File: src/rtl/inventory_bank.sv
// rtl/inventory_bank.sv - per-item stock bank with vend req/ack/nack handshake and restock.
// Optional per-item vend audit counters when INVENTORY_AUDIT_EN is defined.
module inventory_bank #(
  parameter int ITEM_COUNT = 8,
  parameter int SEL_W      = 3,
  parameter int QTY_W      = 6,
  parameter int START_QTY  = 10,
  parameter int MAX_QTY    = 20,
  parameter int LOW_THRESH = 2
) (
  input  logic                  clk,
  input  logic                  rst,
  input  logic                  vend_req,
  input  logic [SEL_W-1:0]      vend_item,
  output logic                  vend_ack,
  output logic                  vend_nack,
  input  logic                  restock_req,
  input  logic [SEL_W-1:0]      restock_item,
  input  logic [QTY_W-1:0]      restock_qty,
  input  logic                  restock_all,
  output logic                  restock_ready,
  input  logic [SEL_W-1:0]      query_item,
  output logic [QTY_W-1:0]      stock_level,
  output logic                  sold_out,
  output logic [ITEM_COUNT-1:0] stock_available,
  output logic [ITEM_COUNT-1:0] low_stock,
  output logic                  busy
`ifdef INVENTORY_AUDIT_EN
  ,
  input  logic                  audit_clr,
  output logic [15:0]           audit_count
`endif
);

  typedef enum logic [1:0] {S_IDLE, S_CHECK, S_DONE} state_t;

  state_t           r_state;
  state_t           w_next;
  logic [QTY_W-1:0] r_count [ITEM_COUNT];
  logic [SEL_W-1:0] r_sel_q;
  logic             r_ack;
  logic             r_nack;
  logic             w_sel_ok;
  logic [QTY_W-1:0] w_rs_cnt;
  logic [QTY_W:0]   w_sum;
  logic [QTY_W-1:0] w_restock_val;

  // Out-of-range indices never match any slot, so they fall through as empty.
  always_comb begin
    w_sel_ok = 1'b0;
    w_rs_cnt = '0;
    for (int i = 0; i < ITEM_COUNT; i++) begin
      if (r_sel_q == SEL_W'(i) && r_count[i] != '0) w_sel_ok = 1'b1;
      if (restock_item == SEL_W'(i)) w_rs_cnt = r_count[i];
    end
    w_sum         = {1'b0, w_rs_cnt} + {1'b0, restock_qty};
    w_restock_val = (w_sum > (QTY_W+1)'(MAX_QTY)) ? QTY_W'(MAX_QTY) : w_sum[QTY_W-1:0];
  end

  always_comb begin
    w_next        = r_state;
    busy          = (r_state != S_IDLE);
    restock_ready = (r_state == S_IDLE);
    case (r_state)
      S_IDLE:  if (!restock_all && !restock_req && vend_req) w_next = S_CHECK;
      S_CHECK: w_next = S_DONE;
      S_DONE:  if (!vend_req) w_next = S_IDLE;
      default: w_next = S_IDLE;
    endcase
  end

  always_ff @(posedge clk or posedge rst) begin
    if (rst) begin
      r_state <= S_IDLE;
      r_sel_q <= '0;
      r_ack   <= 1'b0;
      r_nack  <= 1'b0;
      for (int i = 0; i < ITEM_COUNT; i++) r_count[i] <= QTY_W'(START_QTY);
    end else begin
      r_state <= w_next;
      r_ack   <= 1'b0;
      r_nack  <= 1'b0;
      case (r_state)
        S_IDLE: begin
          if (restock_all) begin
            for (int i = 0; i < ITEM_COUNT; i++) r_count[i] <= QTY_W'(MAX_QTY);
          end else if (restock_req) begin
            for (int i = 0; i < ITEM_COUNT; i++)
              if (restock_item == SEL_W'(i)) r_count[i] <= w_restock_val;
          end else if (vend_req) begin
            r_sel_q <= vend_item;
          end
        end
        S_CHECK: begin
          if (w_sel_ok) begin
            for (int i = 0; i < ITEM_COUNT; i++)
              if (r_sel_q == SEL_W'(i)) r_count[i] <= r_count[i] - 1'b1;
            r_ack <= 1'b1;
          end else begin
            r_nack <= 1'b1;
          end
        end
        default: ;
      endcase
    end
  end

  assign vend_ack  = r_ack;
  assign vend_nack = r_nack;

  always_comb begin
    stock_level = '0;
    for (int i = 0; i < ITEM_COUNT; i++) begin
      if (query_item == SEL_W'(i)) stock_level = r_count[i];
      stock_available[i] = (r_count[i] != '0);
      low_stock[i]       = (r_count[i] != '0) && (r_count[i] <= QTY_W'(LOW_THRESH));
    end
    sold_out = (stock_level == '0);
  end

`ifdef INVENTORY_AUDIT_EN
  logic [15:0] r_audit [ITEM_COUNT];

  // r_sel_q is still held while the ack is visible, so it names the vended slot.
  always_ff @(posedge clk or posedge rst) begin
    if (rst) begin
      for (int i = 0; i < ITEM_COUNT; i++) r_audit[i] <= '0;
    end else if (audit_clr) begin
      for (int i = 0; i < ITEM_COUNT; i++) r_audit[i] <= '0;
    end else if (r_ack) begin
      for (int i = 0; i < ITEM_COUNT; i++)
        if (r_sel_q == SEL_W'(i) && r_audit[i] != 16'hFFFF) r_audit[i] <= r_audit[i] + 16'd1;
    end
  end

  always_comb begin
    audit_count = '0;
    for (int i = 0; i < ITEM_COUNT; i++)
      if (query_item == SEL_W'(i)) audit_count = r_audit[i];
  end
`endif

endmodule

File: config.mk
export PLATFORM = sky130hd
export DESIGN_NAME = inventory_bank
export DESIGN_NICKNAME = d
export VERILOG_FILES = /design/src/rtl/inventory_bank.sv
export SDC_FILE = /design/constraint.sdc
export NUM_CORES = 1
export LEC_CHECK = 0
export BUFFER_PORTS_ARGS = -buffer_cell sky130_fd_sc_hd__clkbuf_2
export CORE_ASPECT_RATIO = 0.8
export CORE_UTILIZATION = 50
export DETAILED_ROUTE_END_ITERATION = 12
export PLACE_DENSITY = 0.77
export SLEW_MARGIN = 20
export SYNTH_ARGS = -nofsm -noshare
export SYNTH_HDL_FRONTEND = slang
export SYNTH_SLANG_ARGS = --single-unit
export TNS_END_PERCENT = 1
File: constraint.sdc
create_clock -name clk -period 4.65 [get_ports clk]
set_input_delay 0.93 -clock clk [delete_from_list [all_inputs] [get_ports clk]]
set_output_delay 0.93 -clock clk [all_outputs]
set_load 0.02 [all_outputs]
==> Word-level counts from Yosys, hierarchy flattened <==
Cells that the tools add are included.
{ "classes": {"addsub": 9, "magnitude_cmp": 9, "eq_ne": 43, "muxes": 52, "bitwise_logic": 2, "n_reduce_logical": 45} }
{ "op_table": {"columns": ["cell", "count"], "rows": [
  ["6-bit two-way mux", 33],
  ["48-bit two-way mux", 3],
  ["48-bit one-hot mux with 2 select lines", 1],
  ["6-bit by 2-bit less-or-equal comparator with 1-bit output, second input constant", 8],
  ["6-bit nonzero test", 8],
  ["6-bit by 1-bit subtractor with 6-bit output, second input constant", 8],
  ["5-bit AND reduction", 8],
  ["3-bit equality test, second input constant", 12],
  ["3-bit by 2-bit inequality test with 1-bit output, second input constant", 8],
  ["2-bit inequality test, second input constant", 10],
  ["3-bit by 2-bit equality test with 1-bit output, second input constant", 6],
  ["1-bit logical AND", 18],
  ["1-bit two-way mux", 12],
  ["3-bit by 1-bit equality test with 1-bit output, second input constant", 3],
  ["3-bit logical NOT", 3],
  ["6-bit by 6-bit adder with 7-bit output", 1],
  ["7-bit by 5-bit greater-than comparator with 1-bit output, second input constant", 1],
  ["6-bit logical NOT", 1],
  ["2-bit one-hot mux with 3 select lines", 1],
  ["2-bit two-way mux", 2],
  ["4-bit AND reduction", 1],
  ["2-bit nonzero test", 2],
  ["3-bit inequality test, second input constant", 1],
  ["2-bit by 1-bit equality test with 1-bit output, second input constant", 1],
  ["6 further kinds", 8]
]} }
{ "totals": {"register_bits": 55, "output_inout_bits": 27, "elab_cells": 172} }

==> Logic depth before layout (Yosys ltp) <==
Gate-level depths: netlist (run 1).
{ "depth": {"word_depth": 16, "ltp_mapped": 15, "depth_no_buf": 13} }

==> Worst setup path after synthesis (run 1) <==
Ideal clock, no wire load.
{ "synth_timing": {"path_kind": "input to register", "startpoint": "input port restock_item[0]", "endpoint": "register r_count[33] (netlist name)", "setup_time_ps": 82, "arrival_time_ps": 4197, "t_required_ps": 4568, "path_slack_ps": 371, "cell_stages": 11, "n_path_buf": 2, "cell_sequence": "clkbuf_1 > buf_1 > mux4_2 > mux2_2 > ha_1 > fa_1 > a21o_1 > a21oi_1 > a31oi_1 > or4_1 > a22oi_1"} }
{ "synth_between": {"elab_chain_cells": 16, "word_cells_on_any_way": 25, "cone_classes": "1 x add/sub; 1 x order compare; 8 x eq/ne; 13 x mux; 2 x reduce/logical"} }
{ "synth_rtl": {"columns": ["item", "line_no", "rtl"], "rows": [
  ["start: declaration", "18", "input logic [SEL_W-1:0] restock_item,"],
  ["3-bit logical NOT", "54", "if (restock_item == SEL_W'(i)) w_rs_cnt = r_count[i];"],
  ["6-bit two-way mux (8 in a row)", "54", null],
  ["6-bit by 6-bit adder with 7-bit output", "56", "w_sum = {1'b0, w_rs_cnt} + {1'b0, restock_qty};"],
  ["7-bit by 5-bit greater-than comparator with 1-bit output", "57", "w_restock_val = (w_sum > (QTY_W+1)'(MAX_QTY)) ? QTY_W'(MAX_QTY) : w_sum[QTY_W-1:0];"],
  ["6-bit two-way mux", "57", null],
  ["6-bit two-way mux", "89", "if (restock_item == SEL_W'(i)) r_count[i] <= w_restock_val;"],
  ["48-bit two-way mux", "87", "end else if (restock_req) begin"],
  ["48-bit two-way mux", "85", "if (restock_all) begin"],
  ["48-bit one-hot mux with 2 select lines", "83", "case (r_state)"],
  ["end signal: indexed assignment", "89", null],
  ["end signal: indexed assignment", "97", "if (r_sel_q == SEL_W'(i)) r_count[i] <= r_count[i] - 1'b1;"],
  ["end: declaration", "39", "logic [QTY_W-1:0] r_count [ITEM_COUNT];"]
]} }
Parallel ways exist; a longest one is shown, timed or not. The select of a mux whose other input is x is not followed.
A chain may end at the register's enable or synchronous reset.

==> Final worst setup path (run 1) <==
{ "layout_timing": {"startpoint": "input port restock_item[1]", "endpoint": "register r_count[3] (netlist name)"} }
Same word-level chain as after synthesis.

==> results.yml, run 1 <==
timing:
  relSlewSlack_pct: 44.1
  finalCriticalPeriod_ns: 4.23
  tightest_slew_ns: 0.833
  final-max-slew-violation-count: 0
  finalHoldViolCount: 0
  timing.fmax_mhz: 236
  rsz0062_at_grt: "no"
  setup_slack_ns: 0.421
  tns_ns: 0
  fin_worst_skew_ns: 0.00462
  period_share_pct: 90.9
  setup_viol: 0
setup_path:
  crit_path_end_kind: "flip-flop"
  cp.arrival_ns: 4.44
  critPathLaunch: "restock_item[1]"
  r2r_slack_ns: 0.81
  start_kind: "input port"
  required_ns: 4.86
  path_class: "in -> reg"
  rr_startpoint: "r_count[12]"
  worst_r2r_endpoint: "r_count[3]"
  r2r_cells: 10
  path_max_fanout: 7
floorplan:
  die_w_um: 113
  dieArea_mm2: 0.0103
  fp-row-count: 32
  chipHeight_um: 90.9
  core_area_mm2: 0.00961
  start_util_pct: 51.4
  io-pin-count: 47
clock_network:
  clockBufferDepth: 2
  cts_resized: 0
  cts_tree: "done"
  clk_latency_ns: 0.30
  clk_pin_slew_worst_paths_ns: 0.07
  cts_buffers: 5
  h-tree-depth: 2
  cts_root_buffer: "clkbuf_16"
  postCtsSetupBuffers: 0
  cts_hold_buf: 0
  clock_sinks: 55
grt:
  grt_pass1_vias: 4730
  grt_start_max_net_pins: 57
  antenna_found_initial: 0
  grt_use_total_pct: 34.2
  overflow: 0
  grt_pass1_wl_um: 27000
drt:
  dr.pass1.iters: 5
  ant_nets: 0
  vias: 5252
  drtIter0Drc: 747
  post_drt_wl_per_cell_um: 22.5
  wl_um: 16900
  drc_errors: 0
  vias_per_cell: 7.01
min_path:
  hp-class: "reg -> reg"
  hp-start: "r_count[19]"
  whs_endpoint: "r_count[19]"
  holdPathStages: 2
synthesis:
  synth.avg_cell_area_um2: 8.39
  yosysTopAreaCell: "dfrtp_1"
  synth-seq-cells: 55
  synth.distinct_cells: 70
  synth-main-ff-cell: "dfrtp_1"
  yosysWarningCount: 0
  synth_area_leaders: "dfrtp_1, dfstp_2, ha_1, mux4_2, a21oi_1"
  synth_async_sr_flop_share_pct: 100
  synth_top_area_share_pct: 19.7
  synthesis.nets: 632
  synth_edf_count: 0
  yosys-top-cells-count: "a21oi_1, nor2_1, o21ai_0"
  ys_seq_area_share_pct: 28.3
  syn_inst: 589
  syn_area_mm2: 0.00494
pwr:
  p_seq_share_pct: 34.3
  switching_share_pct: 46.1
  combPwrFrac_pct: 47.8
  peakVddDrop_v: 0.000272
  power_per_cell_area_mw_per_mm2: 451
  p_sw_mw: 1.15
  pwr-share-clk_pct: 17.9
  p_leak_nw: 2.33
  p_int_mw: 1.34
place:
  dp_hpwl_um: 12800
  pre_cts_ws_ns: 0.0340
  portBuffers: 46
  globalplace.congestion: 0.991
run:
  cap_violations: 0
cells_and_area:
  area_growth_pct: 11.7
  final_util_pct: 57.5
  diodes: 0
  drive_above_1_share_pct: 21.1
  nNetsFinal: 672
run_status:
  status: "finished clean"
## kinds of logic (layout without fill, tap and decap cells)
logic type / Yosys count / count (layout) / share of synthesized area (%)
and+or+nand+nor: 191 / 191 / 19.5
AOI/OAI and AO/OA: 216 / 216 / 31.0
DFF: 55 / 55 / 28.3
muxes: 29 / 29 / 9.19
adders and majority gates: 23 / 23 / 5.97
xor gates and xnor gates: 3 / 3 / 0.532
buffers and inverters: 72 / 113 / 5.52
## critical path, cell delays in order
cell and delay [ns]:
clkbuf_2 0.16, nor2b_1 0.17, a22o_1 0.23, nand2_1 0.06, o21ai_0 0.12, a211oi_1 0.25
o21ai_0 0.19, fa_1 0.54, a21o_1 0.20, a21oi_1 0.18, a31oi_1 0.20, buf_4 0.21
or4_1 0.71, a2bb2oi_1 0.29
## power groups by stage
stage          Clock [mW]  Sequential (mW)  Combinational [mW]
2_1_floorplan           0            0.731               0.869
3_3_place_gp            0            0.846                1.13
3_5_place_dp            0            0.847                1.15
4_1_cts             0.452            0.839                1.16
5_1_grt             0.467            0.864                1.30
6_report            0.446            0.856                1.19
## cells in the final DEF, fill, tap and decap left out, types with 6 or more instances in the layout
master / Yosys / layout
nor4_1: 11 / 11
mux2i_1: 6 / 6
dfstp_2: 16 / 16
o31ai_1: 17 / 17
mux4_2: 12 / 12
mux2_2: 11 / 11
a221oi_1: 9 / 9
ha_1: 22 / 22
a21oi_1: 50 / 50
nand3_1: 19 / 19
nor3_1: 18 / 17
inv_1: 40 / 39
o32a_1: 10 / 10
dfrtp_1: 39 / 39
a211oi_1: 7 / 7
buf_4: 0 / 18
nand2_1: 40 / 40
a31oi_1: 15 / 15
o21ai_0: 44 / 44
nor2b_1: 11 / 10
or3_1: 8 / 8
o22ai_1: 6 / 6
clkbuf_2: 0 / 46
nor2_1: 50 / 50
a41oi_1: 7 / 7
## sequential cells by signal (all words and copies together) (netlist names)
signal / cells
vend_nack: 1
vend_ack: 1
r_state: 2
r_count: 48
r_sel_q: 3
## final cells by class
class                      count  area, um^2
fill                         900        4090
multi-input combinational    462        3280
sequential                    55        1400
timing repair buffer          64         365
inverter                      41         154
tap                          119         149
clock buffer                   6         139
clock inverter                 2        35.0
## metal layers
layer  vias up  routed length [um]  GRT usage, %
li1       2331                   -             -
met1      2501                7180          50.9
met2       363                7050          47.5
met3        57                2110          8.79
met4         0                 515          11.8
met5         -                   0             0
## through the flow
| step | instance area, um^2 | cells | total power [mW] | hold WS, ns |
|---|---|---|---|---|
| floorplan | 4940 | 589 | 1.60 | 0.493 |
| global placement | 5340 | 741 | 1.97 | 0.535 |
| detailed placement | 5340 | 741 | 2.00 | 0.540 |
| CTS | 5520 | 749 | 2.45 | 0.549 |
| global route | 5520 | 749 | 2.63 | 0.566 |
| finish | 5520 | 749 | 2.49 | 0.557 |
## how the worst max path moves through the flow
stage / endpoint / slack (ns) / cells after the start
2_1_floorplan: r_count[33] / 0.37 / 11
3_3_place_gp: r_count[38] / 0.17 / 10
3_5_place_dp: r_count[32] / 0.03 / 13
4_1_cts: r_count[32] / 0.34 / 13
5_1_grt: r_count[21] / 0.21 / 16
6_report: r_count[3] / 0.42 / 14
(Power assumes the default switching activity.)
==> run 2, diff against run 1 <==
==> constraint.sdc (replaced) <==
create_clock -name clk -period 5.4 [get_ports clk]
set_input_delay 1.08 -clock clk [delete_from_list [all_inputs] [get_ports clk]]
set_output_delay 1.08 -clock clk [all_outputs]
set_load 0.02 [all_outputs]
==> run 2 against run 1 <==
First-iteration DRC count increased by 7.9%. Sequential power decreased by 11%. Critical path depth decreased by 3. Via count increased by 0.15%. Critical endpoint is now r_count[21]. Highest routed layer unchanged.
==> results.yml, run 2 (same netlist as run 1, synthesis figures left out) <==
setup_path:
  r2r_cells: 10
  path_max_fanout: 22
  worst_r2r_endpoint: "r_count[21]"
  crit_top_cell: "a31oi_1"
  path_cells: "clkbuf_2 > mux4_2 > mux2_2 > ha_1 > fa_1 > a21o_1 > a21oi_1 > a31oi_1 > nor4_1 > a31oi_1 > o32ai_1"
  slowest_delay_ns: 0.76
  r2r_slack_ns: 1.51
  cpMaxStageDelayCell: "nor4_1"
  rr_startpoint: "r_count[42]"
  cp.arrival_ns: 4.89
  path_class: "in -> reg"
  start_kind: "input port"
  required_ns: 5.61
  crit_path_end_kind: "flip-flop"
place:
  portBuffers: 46
  dp_hpwl_um: 12300
  globalplace.congestion: 1.03
  pre_cts_ws_ns: 0.477
drt:
  wl_um: 16800
  dr.pass1.iters: 5
  vias: 5260
  vias_per_cell: 7.13
  drc_errors: 0
  drtIter0Drc: 806
  post_drt_wl_per_cell_um: 22.8
  ant_nets: 0
timing:
  period_share_pct: 86.6
  timing.fmax_mhz: 214
  setup_viol: 0
  setup_slack_ns: 0.722
  fin_worst_skew_ns: 0.00733
  finalHoldViolCount: 0
  relSlewSlack_pct: 38.9
  tns_ns: 0
  final-max-slew-violation-count: 0
  rsz0062_at_grt: "no"
  tightest_slew_ns: 0.910
  finalCriticalPeriod_ns: 4.68
clock_network:
  cts_buffers: 5
  clock_sinks: 55
  h-tree-depth: 2
  clockBufferDepth: 2
  clk_latency_ns: 0.31
  cts_hold_buf: 0
  cts_root_buffer: "clkbuf_16"
  cts_resized: 0
  cts_tree: "done"
  clk_pin_slew_worst_paths_ns: 0.08
  postCtsSetupBuffers: 0
grt:
  grt_start_max_net_pins: 58
  grt_pass1_wl_um: 26600
  grt_use_total_pct: 33.7
  antenna_found_initial: 0
  overflow: 0
  grt_pass1_vias: 4725
pwr:
  power_per_cell_area_mw_per_mm2: 393
  peakVddDrop_v: 0.000189
  p_leak_nw: 2.28
  finalPower_mw: 2.14
cells_and_area:
  num-fill-cells: 899
  area_growth_pct: 9.95
  seq_area_mm2: 0.00140
  multi_input_area_mm2: 0.00328
  largest_register_ffs: 48
  top_register: "r_count"
  drive_above_1_share_pct: 19.5
  layout_common_cells: "a21oi_1, nor2_1, clkbuf_2"
  nNetsFinal: 661
  reg_top3: "r_count (48), r_sel_q (3), r_state (2)"
  diodes: 0
min_path:
  holdPathStages: 1
  whs_endpoint: "r_count[43]"
  hp-class: "reg -> reg"
  hp-start: "r_count[43]"
floorplan:
  core_area_mm2: 0.00961
  die_w_um: 113
  dieArea_mm2: 0.0103
  fp-row-count: 32
  io-pin-count: 47
  start_util_pct: 51.4
  chipHeight_um: 90.9
run_status:
  status: "finished clean"
run:
  cap_violations: 0
[run 2: worst max-delay path by stage]
stage,from,end,slack [ns],depth (start not counted)
after floorplan,restock_item[0],r_count[33],0.97,11
after global placement,restock_item[1],r_count[21],0.70,11
after detailed placement,restock_item[1],r_count[21],0.48,11
after CTS,restock_item[1],r_count[21],0.79,11
after global routing,restock_item[1],r_count[21],0.49,14
final,restock_item[1],r_count[21],0.72,11
[run 2: cell type report]
cell class	count	area share [%]
Multi-Input combinational cell	462	60.3
Inverter	41	2.83
Clock buffer	6	2.56
Tap cell	119	2.74
Clock inverter	2	0.645
Sequential cell	55	25.7
Timing Repair Buffer	53	5.20
[run 2: where the power goes]
part | internal (mW) | total (mW) | leakage (nW) | switching, mW
Sequential | 0.533 | 0.761 | 0.638 | 0.229
Combinational | 0.376 | 0.985 | 1.55 | 0.609
Clock | 0.231 | 0.390 | 0.0868 | 0.159
[run 2: per-layer routing]
layer	global-route usage, %	share of wire [%]	vias up
li1	-	-	2316
met5	0	0	-
met4	12.7	4.0	0
met2	48.1	41	385
met3	10.6	13	72
met1	47.3	42	2487
[run 2: through the flow]
step	area (um^2)	utilization, %	instances	hold WS, ns
2_1_floorplan	4940	-	589	0.493
3_3_place_gp	5260	54.7	730	0.525
3_5_place_dp	5260	54.7	730	0.538
4_1_cts	5430	56.5	738	0.556
5_1_grt	5430	56.5	738	0.565
6_report	5430	56.5	738	0.559
[run 2: critical path: cells and delay by family]
family / cells / cell delay, ns
mux: 2 / 0.86
compound gates: 5 / 1.08
simple gates: 1 / 0.76
fa+ha+maj: 2 / 0.69
buf+inv: 1 / 0.41
==> run 3, diff against run 2 <==
--- a/config.mk
+++ b/config.mk
@@ -9,7 +9,7 @@
 export CORE_ASPECT_RATIO = 0.8
 export CORE_UTILIZATION = 50
 export DETAILED_ROUTE_END_ITERATION = 12
-export PLACE_DENSITY = 0.77
+export PLACE_DENSITY = 0.79
 export SLEW_MARGIN = 20
 export SYNTH_ARGS = -nofsm -noshare
 export SYNTH_HDL_FRONTEND = slang
==> run 3 against run 2 <==
Global-route usage up 0.11 points. Register-to-register slack about the same. Clock power about the same. Worst hold slack better by 0.0035 ns. Worst setup slack worse by 0.049 ns. Flip-flop and latch count unchanged. Core utilization unchanged. Clock skew up 0.00089 ns. Critical path type unchanged.
==> results.yml, run 3 (same netlist as run 1, synthesis figures left out) <==
run_status:
  status: "finished clean"
pwr:
  finalPower_mw: 2.13
  p_seq_share_pct: 35.7
  p_int_mw: 1.14
  p_sw_uw: 996
  power_per_cell_area_mw_per_mm2: 392
  pwr-share-clk_pct: 18.4
  combPwrFrac_pct: 46.0
  peakVddDrop_v: 0.000253
  p_leak_nw: 2.27
  switching_share_pct: 46.7
setup_path:
  slowest_delay_ns: 0.80
  path_cells: "clkbuf_2 > nor2b_1 > a22o_1 > nand2_1 > o21ai_0 > a211oi_1 > o21ai_0 > fa_1 > a21o_1 > a21oi_1 > a31oi_1 > nor4_1 > a31oi_1 > o32ai_1"
  cp.depth: 14
  worst_r2r_endpoint: "r_count[21]"
  critPathCapture: "r_count[21]"
  path_class: "in -> reg"
  path_max_fanout: 22
  crit_path_end_kind: "flip-flop"
  r2r_slack_ns: 1.51
  cp_num_buf_inv: 1
  cp.arrival_ns: 4.94
  cpMaxStageDelayCell: "nor4_1"
  r2r_cells: 10
  start_kind: "input port"
  required_ns: 5.61
  rr_startpoint: "r_count[30]"
  critPathLaunch: "restock_item[1]"
  cp_top_family: "compound AO/OA/AOI/OAI gates"
timing:
  setup_viol: 0
  timing.fmax_mhz: 212
  setup_slack_ns: 0.673
  rsz0062_at_grt: "no"
  relSlewSlack_pct: 42.3
  tns_ns: 0
  hold_slack_ns: 0.562
  period_share_pct: 87.5
  fin_worst_skew_ns: 0.00822
  final-max-slew-violation-count: 0
  tightest_slew_ns: 0.858
  finalCriticalPeriod_ns: 4.73
  finalHoldViolCount: 0
clock_network:
  clk_pin_slew_worst_paths_ns: 0.07
  clock_sinks: 55
  cts_resized: 0
  cts_buffers: 5
  clockBufferDepth: 2
  clk_latency_ns: 0.31
  cts_hold_buf: 0
  h-tree-depth: 2
  cts_tree: "done"
  cts_root_buffer: "clkbuf_16"
  postCtsSetupBuffers: 0
cells_and_area:
  layout_common_cells: "a21oi_1, nor2_1, clkbuf_2"
  area_growth_pct: 9.95
  top_register: "r_count"
  reg_top3: "r_count (48), r_sel_q (3), r_state (2)"
  drive_above_1_share_pct: 19.6
  final_util_pct: 56.5
  largest_register_ffs: 48
  nNetsFinal: 660
grt:
  grt_start_max_net_pins: 58
  grt_pass1_vias: 4774
  overflow: 0
  antenna_found_initial: 0
  grt_use_total_pct: 33.8
  grt_pass1_wl_um: 26800
floorplan:
  core_area_mm2: 0.00961
  io-pin-count: 47
  chipHeight_um: 90.9
  fp-row-count: 32
  die_w_um: 113
  dieArea_mm2: 0.0103
  start_util_pct: 51.4
min_path:
  holdPathStages: 1
  hp-class: "reg -> reg"
drt:
  drtIter0Drc: 892
  drc_errors: 0
  vias_per_cell: 7.13
  post_drt_wl_per_cell_um: 22.9
  ant_nets: 0
  vias: 5261
  wl_um: 16900
  dr.pass1.iters: 5
place:
  pre_cts_ws_ns: 0.318
  globalplace.congestion: 1.05
  dp_hpwl_um: 12300
  portBuffers: 46
run:
  cap_violations: 0
run 3: changes by cell type in the layout (fill, tap and decap cells not counted), sizes merged:
cell	delta
buf	-1
diode	+1
run 3: routing by layer:
| layer | up-vias | GRT usage, % | share of wire (%) |
|---|---|---|---|
| li1 | 2316 | - | - |
| met1 | 2515 | 48.5 | 42 |
| met2 | 381 | 49.6 | 42 |
| met3 | 49 | 9.26 | 14 |
| met4 | 0 | 9.43 | 2.4 |
| met5 | - | 0 | 0 |
run 3: stage by stage:
step / area [um^2] / cells
2_1_floorplan: 4940 / 589
3_3_place_gp: 5250 / 729
3_5_place_dp: 5250 / 729
4_1_cts: 5430 / 737
5_1_grt: 5430 / 737
6_report: 5430 / 738
run 3: worst min path at each step:
stage,end,slack (ns),from
floorplan,r_count[9],0.49,r_count[9]
global placement,r_count[21],0.53,r_count[21]
detailed placement,r_count[43],0.55,r_count[43]
CTS,r_count[43],0.56,r_count[43]
global route,r_count[43],0.56,r_count[43]
finish,r_count[43],0.56,r_count[43]
run 3: power by group through the flow:
stage	registers [mW]	logic (mW)	clock network, mW
2_1_floorplan	0.630	0.748	0
4_1_cts	0.738	0.951	0.390
6_report	0.761	0.980	0.392
3_5_place_dp	0.745	0.945	0
5_1_grt	0.763	1.07	0.409
3_3_place_gp	0.743	0.916	0
run 3: area by class of cell:
type | instances | area (um^2)
Antenna cell | 1 | 2.50
Clock buffer | 6 | 139
Tap cell | 119 | 149
Multi-Input combinational cell | 462 | 3280
Timing Repair Buffer | 52 | 275
Fill cell | 872 | 4180
Clock inverter | 2 | 35.0
Sequential cell | 55 | 1400
Inverter | 41 | 154
run 3: worst register-to-register path, cell delays in order (launching register included):
cell     delay, ns
dfrtp_1       0.49
mux4_2        0.48
mux2_2        0.27
ha_1          0.22
fa_1          0.48
a21o_1        0.19
a21oi_1       0.25
a31oi_1       0.27
nor4_1        0.80
a31oi_1       0.08
o32ai_1       0.26
